File: config.mk
export PLATFORM = sky130hd
export DESIGN_NAME = dds_spi_responder
export DESIGN_NICKNAME = d
export VERILOG_FILES = /design/src/rtl/dds_spi_responder.sv
export SDC_FILE = /design/constraint.sdc
export NUM_CORES = 2
export LEC_CHECK = 0
export ABC_AREA = 0
export CAP_MARGIN = 20
export CORE_MARGIN = 4
export CORE_UTILIZATION = 40
export DETAILED_ROUTE_END_ITERATION = 16
export GPL_TIMING_DRIVEN = 1
export PLACE_DENSITY_LB_ADDON = 0.08
export SYNTH_ARGS = -nofsm -noshare
export SYNTH_HDL_FRONTEND = slang
export SYNTH_SLANG_ARGS = --single-unit
File: constraint.sdc
create_clock -name clk -period 60 [get_ports clk]
set_input_delay 18 -clock clk [delete_from_list [all_inputs] [get_ports clk]]
set_output_delay 18 -clock clk [all_outputs]
set_load 0.01 [all_outputs]
File: src/rtl/dds_spi_responder.sv
// dds_spi_responder: SPI-side stand-in for the DDS serial control port.
// Oversamples CS/SCLK/SDIO/IO_UPDATE in clk, decodes instruction + data
// frames, keeps a buffer bank (SPI writes) and an active bank (IO_UPDATE).
// Optional macro SDO_READBACK_EN enables the SDO read-back path; without it
// SDO is tied low and read frames are only clocked through.
module dds_spi_responder #(
    parameter int ADDR_W = 5,
    parameter int DATA_W = 32
) (
    input  logic              clk,
    input  logic              rst,
    input  logic              CS,
    input  logic              SCLK,
    input  logic              SDIO,
    output logic              SDO,
    input  logic              IO_UPDATE,
    input  logic [ADDR_W-1:0] rd_addr,
    output logic [DATA_W-1:0] rd_data,
    output logic              wr_strobe,
    output logic [ADDR_W-1:0] wr_addr_o,
    output logic [DATA_W-1:0] wr_data_o
);
    localparam int DEPTH = 2**ADDR_W;
    localparam int CW    = $clog2(DATA_W) + 1;

    typedef enum logic [1:0] {IDLE, INSTR, DATA, HOLD} state_t;

    // synchronizer stages; stage 3 only serves edge detection / alignment
    logic       cs_s1_q, cs_s2_q;
    logic       sclk_s1_q, sclk_s2_q, sclk_s3_q;
    logic       sdio_s1_q, sdio_s2_q, sdio_s3_q;
    logic       iou_s1_q, iou_s2_q, iou_s3_q;
    logic       sclk_rise_q, iou_rise_q;
    logic [1:0] settle_q, settle_d;

    state_t            state_q, state_d;
    logic [CW-1:0]     cnt_q, cnt_d;
    logic [DATA_W-1:0] sh_q, sh_d, sdin;
    logic [ADDR_W-1:0] addr_q, addr_d;
    logic              rd_q, rd_d;
    logic              armed_q, armed_d;
    logic              wr_strobe_q, wr_strobe_d;
    logic [ADDR_W-1:0] wr_addr_q, wr_addr_d;
    logic [DATA_W-1:0] wr_data_q, wr_data_d;
    logic [DATA_W-1:0] rd_data_q;
    logic              we;

    logic [DATA_W-1:0] bbank_q [DEPTH];
    logic [DATA_W-1:0] abank_q [DEPTH];

`ifdef SDO_READBACK_EN
    logic              sclk_fall_q;
    logic              sdo_q, sdo_d;
    logic [DATA_W-1:0] sout_q, sout_d;
`endif

    // settle counter saturates once the synchronizers hold real pin samples
    always_comb begin
        settle_d = (settle_q == 2'd2) ? settle_q : settle_q + 2'd1;
    end

    // 2-flop synchronizers plus registered edge events (3 clk pin-to-event)
    always_ff @(posedge clk) begin
        if (rst) begin
            cs_s1_q <= 1'b1;  cs_s2_q <= 1'b1;
            sclk_s1_q <= 1'b0; sclk_s2_q <= 1'b0; sclk_s3_q <= 1'b0;
            sdio_s1_q <= 1'b0; sdio_s2_q <= 1'b0; sdio_s3_q <= 1'b0;
            iou_s1_q <= 1'b0;  iou_s2_q <= 1'b0;  iou_s3_q <= 1'b0;
            sclk_rise_q <= 1'b0;
            iou_rise_q  <= 1'b0;
            settle_q    <= 2'd0;
`ifdef SDO_READBACK_EN
            sclk_fall_q <= 1'b0;
`endif
        end else begin
            cs_s1_q <= CS;         cs_s2_q <= cs_s1_q;
            sclk_s1_q <= SCLK;     sclk_s2_q <= sclk_s1_q; sclk_s3_q <= sclk_s2_q;
            sdio_s1_q <= SDIO;     sdio_s2_q <= sdio_s1_q; sdio_s3_q <= sdio_s2_q;
            iou_s1_q <= IO_UPDATE; iou_s2_q <= iou_s1_q;   iou_s3_q <= iou_s2_q;
            sclk_rise_q <= sclk_s2_q & ~sclk_s3_q;
            iou_rise_q  <= iou_s2_q & ~iou_s3_q;
            settle_q    <= settle_d;
`ifdef SDO_READBACK_EN
            sclk_fall_q <= ~sclk_s2_q & sclk_s3_q;
`endif
        end
    end

    // frame FSM: next state, shifting, commit and SDO selection
    always_comb begin
        state_d     = state_q;
        cnt_d       = cnt_q;
        sh_d        = sh_q;
        addr_d      = addr_q;
        rd_d        = rd_q;
        // arming needs CS seen high after reset, so a frame already running
        // across reset is parked in HOLD instead of being decoded mid-way
        armed_d     = armed_q | ((settle_q == 2'd2) & cs_s2_q);
        wr_strobe_d = 1'b0;
        wr_addr_d   = wr_addr_q;
        wr_data_d   = wr_data_q;
        we          = 1'b0;
        sdin        = {sh_q[DATA_W-2:0], sdio_s3_q};
`ifdef SDO_READBACK_EN
        sdo_d  = 1'b0;
        sout_d = sout_q;
`endif
        case (state_q)
            IDLE: begin
                cnt_d = '0;
                if (settle_q == 2'd2 && !cs_s2_q)
                    state_d = armed_q ? INSTR : HOLD;
            end
            INSTR: begin
                if (cs_s2_q) begin
                    state_d = IDLE;
                end else if (sclk_rise_q) begin
                    sh_d  = sdin;
                    cnt_d = cnt_q + 1'b1;
                    if (cnt_q == CW'(7)) begin
                        addr_d  = sdin[ADDR_W-1:0];
                        rd_d    = sdin[7];
                        cnt_d   = '0;
                        state_d = DATA;
`ifdef SDO_READBACK_EN
                        sout_d  = abank_q[sdin[ADDR_W-1:0]];
`endif
                    end
                end
            end
            DATA: begin
                if (cs_s2_q) begin
                    state_d = IDLE;
                end else begin
`ifdef SDO_READBACK_EN
                    sdo_d = rd_q ? sdo_q : 1'b0;
                    if (rd_q && sclk_fall_q) begin
                        sdo_d  = sout_q[DATA_W-1];
                        sout_d = {sout_q[DATA_W-2:0], 1'b0};
                    end
`endif
                    if (sclk_rise_q) begin
                        sh_d  = sdin;
                        cnt_d = cnt_q + 1'b1;
                        if (cnt_q == CW'(DATA_W-1)) begin
                            state_d = HOLD;
`ifdef SDO_READBACK_EN
                            sdo_d   = 1'b0;
`endif
                            if (!rd_q) begin
                                we          = 1'b1;
                                wr_strobe_d = 1'b1;
                                wr_addr_d   = addr_q;
                                wr_data_d   = sdin;
                            end
                        end
                    end
                end
            end
            HOLD: begin
                if (cs_s2_q) state_d = IDLE;
            end
            default: state_d = IDLE;
        endcase
    end

    // FSM and output registers
    always_ff @(posedge clk) begin
        if (rst) begin
            state_q     <= IDLE;
            cnt_q       <= '0;
            sh_q        <= '0;
            addr_q      <= '0;
            rd_q        <= 1'b0;
            armed_q     <= 1'b0;
            wr_strobe_q <= 1'b0;
            wr_addr_q   <= '0;
            wr_data_q   <= '0;
`ifdef SDO_READBACK_EN
            sdo_q  <= 1'b0;
            sout_q <= '0;
`endif
        end else begin
            state_q     <= state_d;
            cnt_q       <= cnt_d;
            sh_q        <= sh_d;
            addr_q      <= addr_d;
            rd_q        <= rd_d;
            armed_q     <= armed_d;
            wr_strobe_q <= wr_strobe_d;
            wr_addr_q   <= wr_addr_d;
            wr_data_q   <= wr_data_d;
`ifdef SDO_READBACK_EN
            sdo_q  <= sdo_d;
            sout_q <= sout_d;
`endif
        end
    end

    // register banks; the copy reads pre-write buffer values on a collision
    always_ff @(posedge clk) begin
        if (rst) begin
            for (int i = 0; i < DEPTH; i++) begin
                bbank_q[i] <= '0;
                abank_q[i] <= '0;
            end
            rd_data_q <= '0;
        end else begin
            if (iou_rise_q) begin
                for (int i = 0; i < DEPTH; i++) abank_q[i] <= bbank_q[i];
            end
            if (we) bbank_q[addr_q] <= wr_data_d;
            rd_data_q <= abank_q[rd_addr];
        end
    end

    assign rd_data   = rd_data_q;
    assign wr_strobe = wr_strobe_q;
    assign wr_addr_o = wr_addr_q;
    assign wr_data_o = wr_data_q;
`ifdef SDO_READBACK_EN
    assign SDO = sdo_q;
`else
    assign SDO = 1'b0;
`endif

endmodule
# ---- Yosys cells after proc, flatten, opt, wreduce, memory -nomap -nowiden
# Memories as Yosys holds them, arrays and structs flattened. A register that Yosys moved wholly into a read port is not among the register bits.
# Index checks and enable logic that the tools add are counted.
dict set report classes {
  n_addsub 2
  n_eq_ne 16
  muxes 69
  bitwise 40
  reduce_logical 11
}
# cell count
set op_table {}
lappend op_table {{two-way mux 32 bit} 38}
lappend op_table {{bitwise OR 1 bit} 33}
lappend op_table {{OR reduction 32 bit} 1}
lappend op_table {{two-way mux 6 bit} 5}
lappend op_table {{two-way mux 2 bit} 9}
lappend op_table {{one-hot mux 6 bit (3 select lines)} 1}
lappend op_table {{two-way mux 1 bit} 14}
lappend op_table {{inequality test 2 bit, second input constant} 6}
lappend op_table {{inequality test 3 bit, second input constant} 4}
lappend op_table {{AND reduction 5 bit} 2}
lappend op_table {{one-hot mux 2 bit (4 select lines)} 1}
lappend op_table {{adder 6 x 1 -> 6 bit, second input constant} 1}
lappend op_table {{equality test 2 bit, second input constant} 3}
lappend op_table {{equality test 6 x 3 -> 1 bit, second input constant} 1}
lappend op_table {{equality test 6 x 5 -> 1 bit, second input constant} 1}
lappend op_table {{AND reduction 6 bit} 1}
lappend op_table {{two-way mux 5 bit} 1}
lappend op_table {{inverter 1 bit} 4}
lappend op_table {{AND reduction 4 bit} 1}
lappend op_table {{bitwise AND 1 bit} 3}
lappend op_table {{AND reduction 3 bit} 1}
lappend op_table {{nonzero test 3 bit} 1}
lappend op_table {{adder 2 x 1 -> 2 bit, second input constant} 1}
lappend op_table {{equality test 2 x 1 -> 1 bit, second input constant} 1}
lappend op_table {{other kinds (4)} 4}
dict set report totals {
  register_bits 99
  ramBits 2048
  output_inout_bits 71
  word_cells 163
  n_memories 2
}
# memory words width rd rd_ports_with_merged_regs wr line
set mem_list {}
lappend mem_list {abank_q 32 32 1 1 32 49} ;# logic [DATA_W-1:0] abank_q [DEPTH];
lappend mem_list {bbank_q 32 32 32 0 32 48} ;# logic [DATA_W-1:0] bbank_q [DEPTH];

# ---- Depth between registers and ports, before layout
dict set report depth {
  depth_word 10
  depth_mapped 10
  ltp_nobuf 7
}

# ---- Worst setup path before layout
# Ideal clock, no wire load.
dict set report synth_timing {
  path_type {in2reg}
  start {input rst}
  end {memory abank_q[0][0] (enable)}
  setup_time_ns 0.978
  arrival_time_ns 30.901
  t_required_ns 59.022
  setup_slack_ns 28.121
  path_stages 4
  path_buffers 3
  cell_sequence {clkbuf_1 -> clkbuf_1 -> clkbuf_1 -> or2_2}
}
# item line
set synth_lines {}
lappend synth_lines {{start, declared} 11} ;# input logic rst,
lappend synth_lines {{end, declared} 49}

==> out/results.ini <==
[power_and_ir_drop]
power.density_mw_per_mm2 = 33.4
leakage_nw = 32.9
ir_worst_vdd_uv = 33.0
power.total_mw = 3.25

[cells_and_area]
ff_latch_area_mm2 = 0.0641
multiInputGateArea_mm2 = 0.0205
design_area_mm2 = 0.0973
fin_util_pct = 45.8
nFillCells = 18600
stdcell_count = 8552
fin_nets = 5554
drive_gt1_share_pct = 14.5
area_delta_synth_final_pct = 13.5

[setup_path]
cp-start-kind = primary input
worstPathBufferInverterCount = 5
cp_slowest_cell = buf_4
crit_path_max_incr_delay_ns = 0.92
cp.depth = 6
path_class = in -> reg
rr_worst_depth = 9
crit_chain = buf_8 > or2_4 > buf_4 > buf_4 > buf_12 > buf_4
crit_arrival_ns = 22.43
critPathTopFamily = buffers and inverters
endpoint_kind = flop
worst_path_most_repeated_cell = buf_4
cp_max_fo = 135
crit_required_ns = 60.46

[grt]
gr-usage-all-layers_pct = 22.0
grt_pass1_vias = 45100
antenna_found_initial = 10
grt_overflow = 0
grt_max_degree = 161
grt_pass1_wl_um = 347000

[placement]
post_dp_cell_area_mm2 = 0.0903
pre_cts_ws_ns = 37.13
io_buffer_count = 80
dp_hpwl_um = 136000
dp.cells = 8122
gp_congestion = 0.741

[logic_synthesis]
seq_area_frac_synth_pct = 74.8
syn_area_per_cell_um2 = 15.6
async_flop_share_pct = 0
synth_top_family_by_area = simple AND/OR/NAND/NOR gates
syn_area_mm2 = 0.0857
synth_compound_area_share_pct = 1.25
synth_simple_gate_area_share_pct = 13.5
synth-xor-area-share_pct = 0.0102
syn_inst = 5500
synthFlopType = edfxtp_1
synth_warnings = 0
yosys-mux-area-fraction_pct = 8.37
synthAdderAreaFrac_pct = 0.102
post_synth_num_cell_types = 50
synth_seq_cells = 2179
synth_nets = 5518
synth_edf_count = 2048

[floorplanning]
ios = 82
design.core.area_mm2 = 0.213
rows = 169
start_util_pct = 40.3
dieArea_mm2 = 0.222
die_h_um = 471
fp.dieW_um = 471

[sta]
max_slew_margin_pct = 11.8
clock.fmax_ghz = 0.0455
worst_pin_slew_ns = 1.32
finalSetupViolations = 0
final_hold_viol_count = 0
grt_setup_unrepaired = false
whs_ns = 0.384
period_share_pct = 36.6
setup_ws_ns = 38.03
slew_violations = 0
period_needed_ns = 21.97
finClkSkew_ns = 0.0266
tns_ns = 0

[route]
drt_iter0_drc = 4164
drt-wirelength-per-cell_um = 28.5
firstDrtPassIters = 5
drc_errors = 0
via_count = 44800
wl_um = 244000
routed_via_density = 5.23
ant_nets = 0

[run]
drv_cap = 0

[cts]
clockBufferDepth = 3
cts_setup_buffers = 0
path_clk_slew_ns = 0.06
cts_resized = 0
cts_hold_buf = 0
htree_levels = 4
clk-insertion-delay-late_ns = 0.86
clock-root-buffer = clkbuf_16
cts_tree = done
cts_made_buffers = 232
cts_sinks = 2179

[status]
status = completed

[hold_path]
whs_path_depth = 1
min_path_type = reg -> reg

sequential cells by signal (all words and copies together), names as in the netlist, 2 cells and up:
| signal | flops |
|---|---|
| sh_q | 31 |
| rd_data | 32 |
| abank_q | 1024 |
| wr_addr_o | 5 |
| settle_q | 2 |
| bbank_q | 1024 |
| wr_data_o | 32 |
| cnt_q | 6 |
| addr_q | 5 |
| state_q | 2 |
worst paths after layout:
kind	startpoint	to	slack (ns)
worst min-delay path	iou_s3_q	iou_rise_q	0.38
worst min register to register	iou_s3_q	iou_rise_q	0.38
worst max-delay path	rst	abank_q[17][7]	38.03
worst max register to register	state_q[0]	bbank_q[27][12]	55.08
kinds of logic (layout without fill, tap and decap cells):
logic type                 count (synthesis)  after routing
AOI/OAI and AO/OA                        150            150
xor gates and xnor gates                   1              1
adders and majority gates                  7              7
buffers and inverters                    439            665
DFF                                     2179           2179
muxes                                    396            396
other                                      1              6
and+or+nand+nor                         2327           2327
cell type report:
cell class              count  share of cell area (%)
inverters                   5                  0.0193
well taps                2821                    3.63
clock buffers             319                    6.49
flip-flops and latches   2179                    65.9
repair buffers            236                    2.23
diodes                      5                  0.0129
clock inverters           105                   0.657
multi-input cells        2882                    21.1
power by group:
| group | internal, mW | leakage (nW) | switching, mW |
|---|---|---|---|
| Clock | 0.750 | 3.40 | 0.590 |
| Combinational | 0.0563 | 7.22 | 0.111 |
| Sequential | 1.73 | 22.3 | 0.0195 |
cell usage after synthesis, drive strengths merged, types with 9 or more instances:
library cell	number	area share, %
a221oi	24	0.25
edfxtp	2048	72
a21oi	61	0.36
buf	66	0.39
dfxtp	131	3.1
nand2b	33	0.24
mux4	256	6.7
a22oi	9	0.079
and2	579	4.2
nand2	110	0.48
a221o	32	0.37
mux2i	132	1.5
nor2b	467	3.4
nor2	1109	4.9
clkbuf	368	1.6
metal layers:
| layer | part of all wire (%) | vias to the layer above | global-route usage [%] |
|---|---|---|---|
| met3 | 5.0 | 257 | 3.18 |
| met2 | 49 | 1059 | 36.4 |
| met5 | 0 | - | 0 |
| met1 | 45 | 23700 | 31.2 |
| met4 | 1.6 | 0 | 4.45 |
| li1 | - | 19800 | - |
placed cells by master (no fill, tap or decap), drive strengths merged, types with 9 or more instances in the layout:
cell type      netlist  layout
a221o               32      32
nand2b              33      33
nor2b              467     467
buf                 66     162
inv                  5      12
a21oi               61      61
and2               579     579
clkdlybuf4s50        0      74
edfxtp            2048    2048
a22oi                9       9
mux4               256     256
clkbuf             368     319
nor2              1109    1109
a221oi              24      24
nand2              110     110
mux2i              132     132
clkinv               0      92
dfxtp              131     131
(Power assumes the default switching activity.)
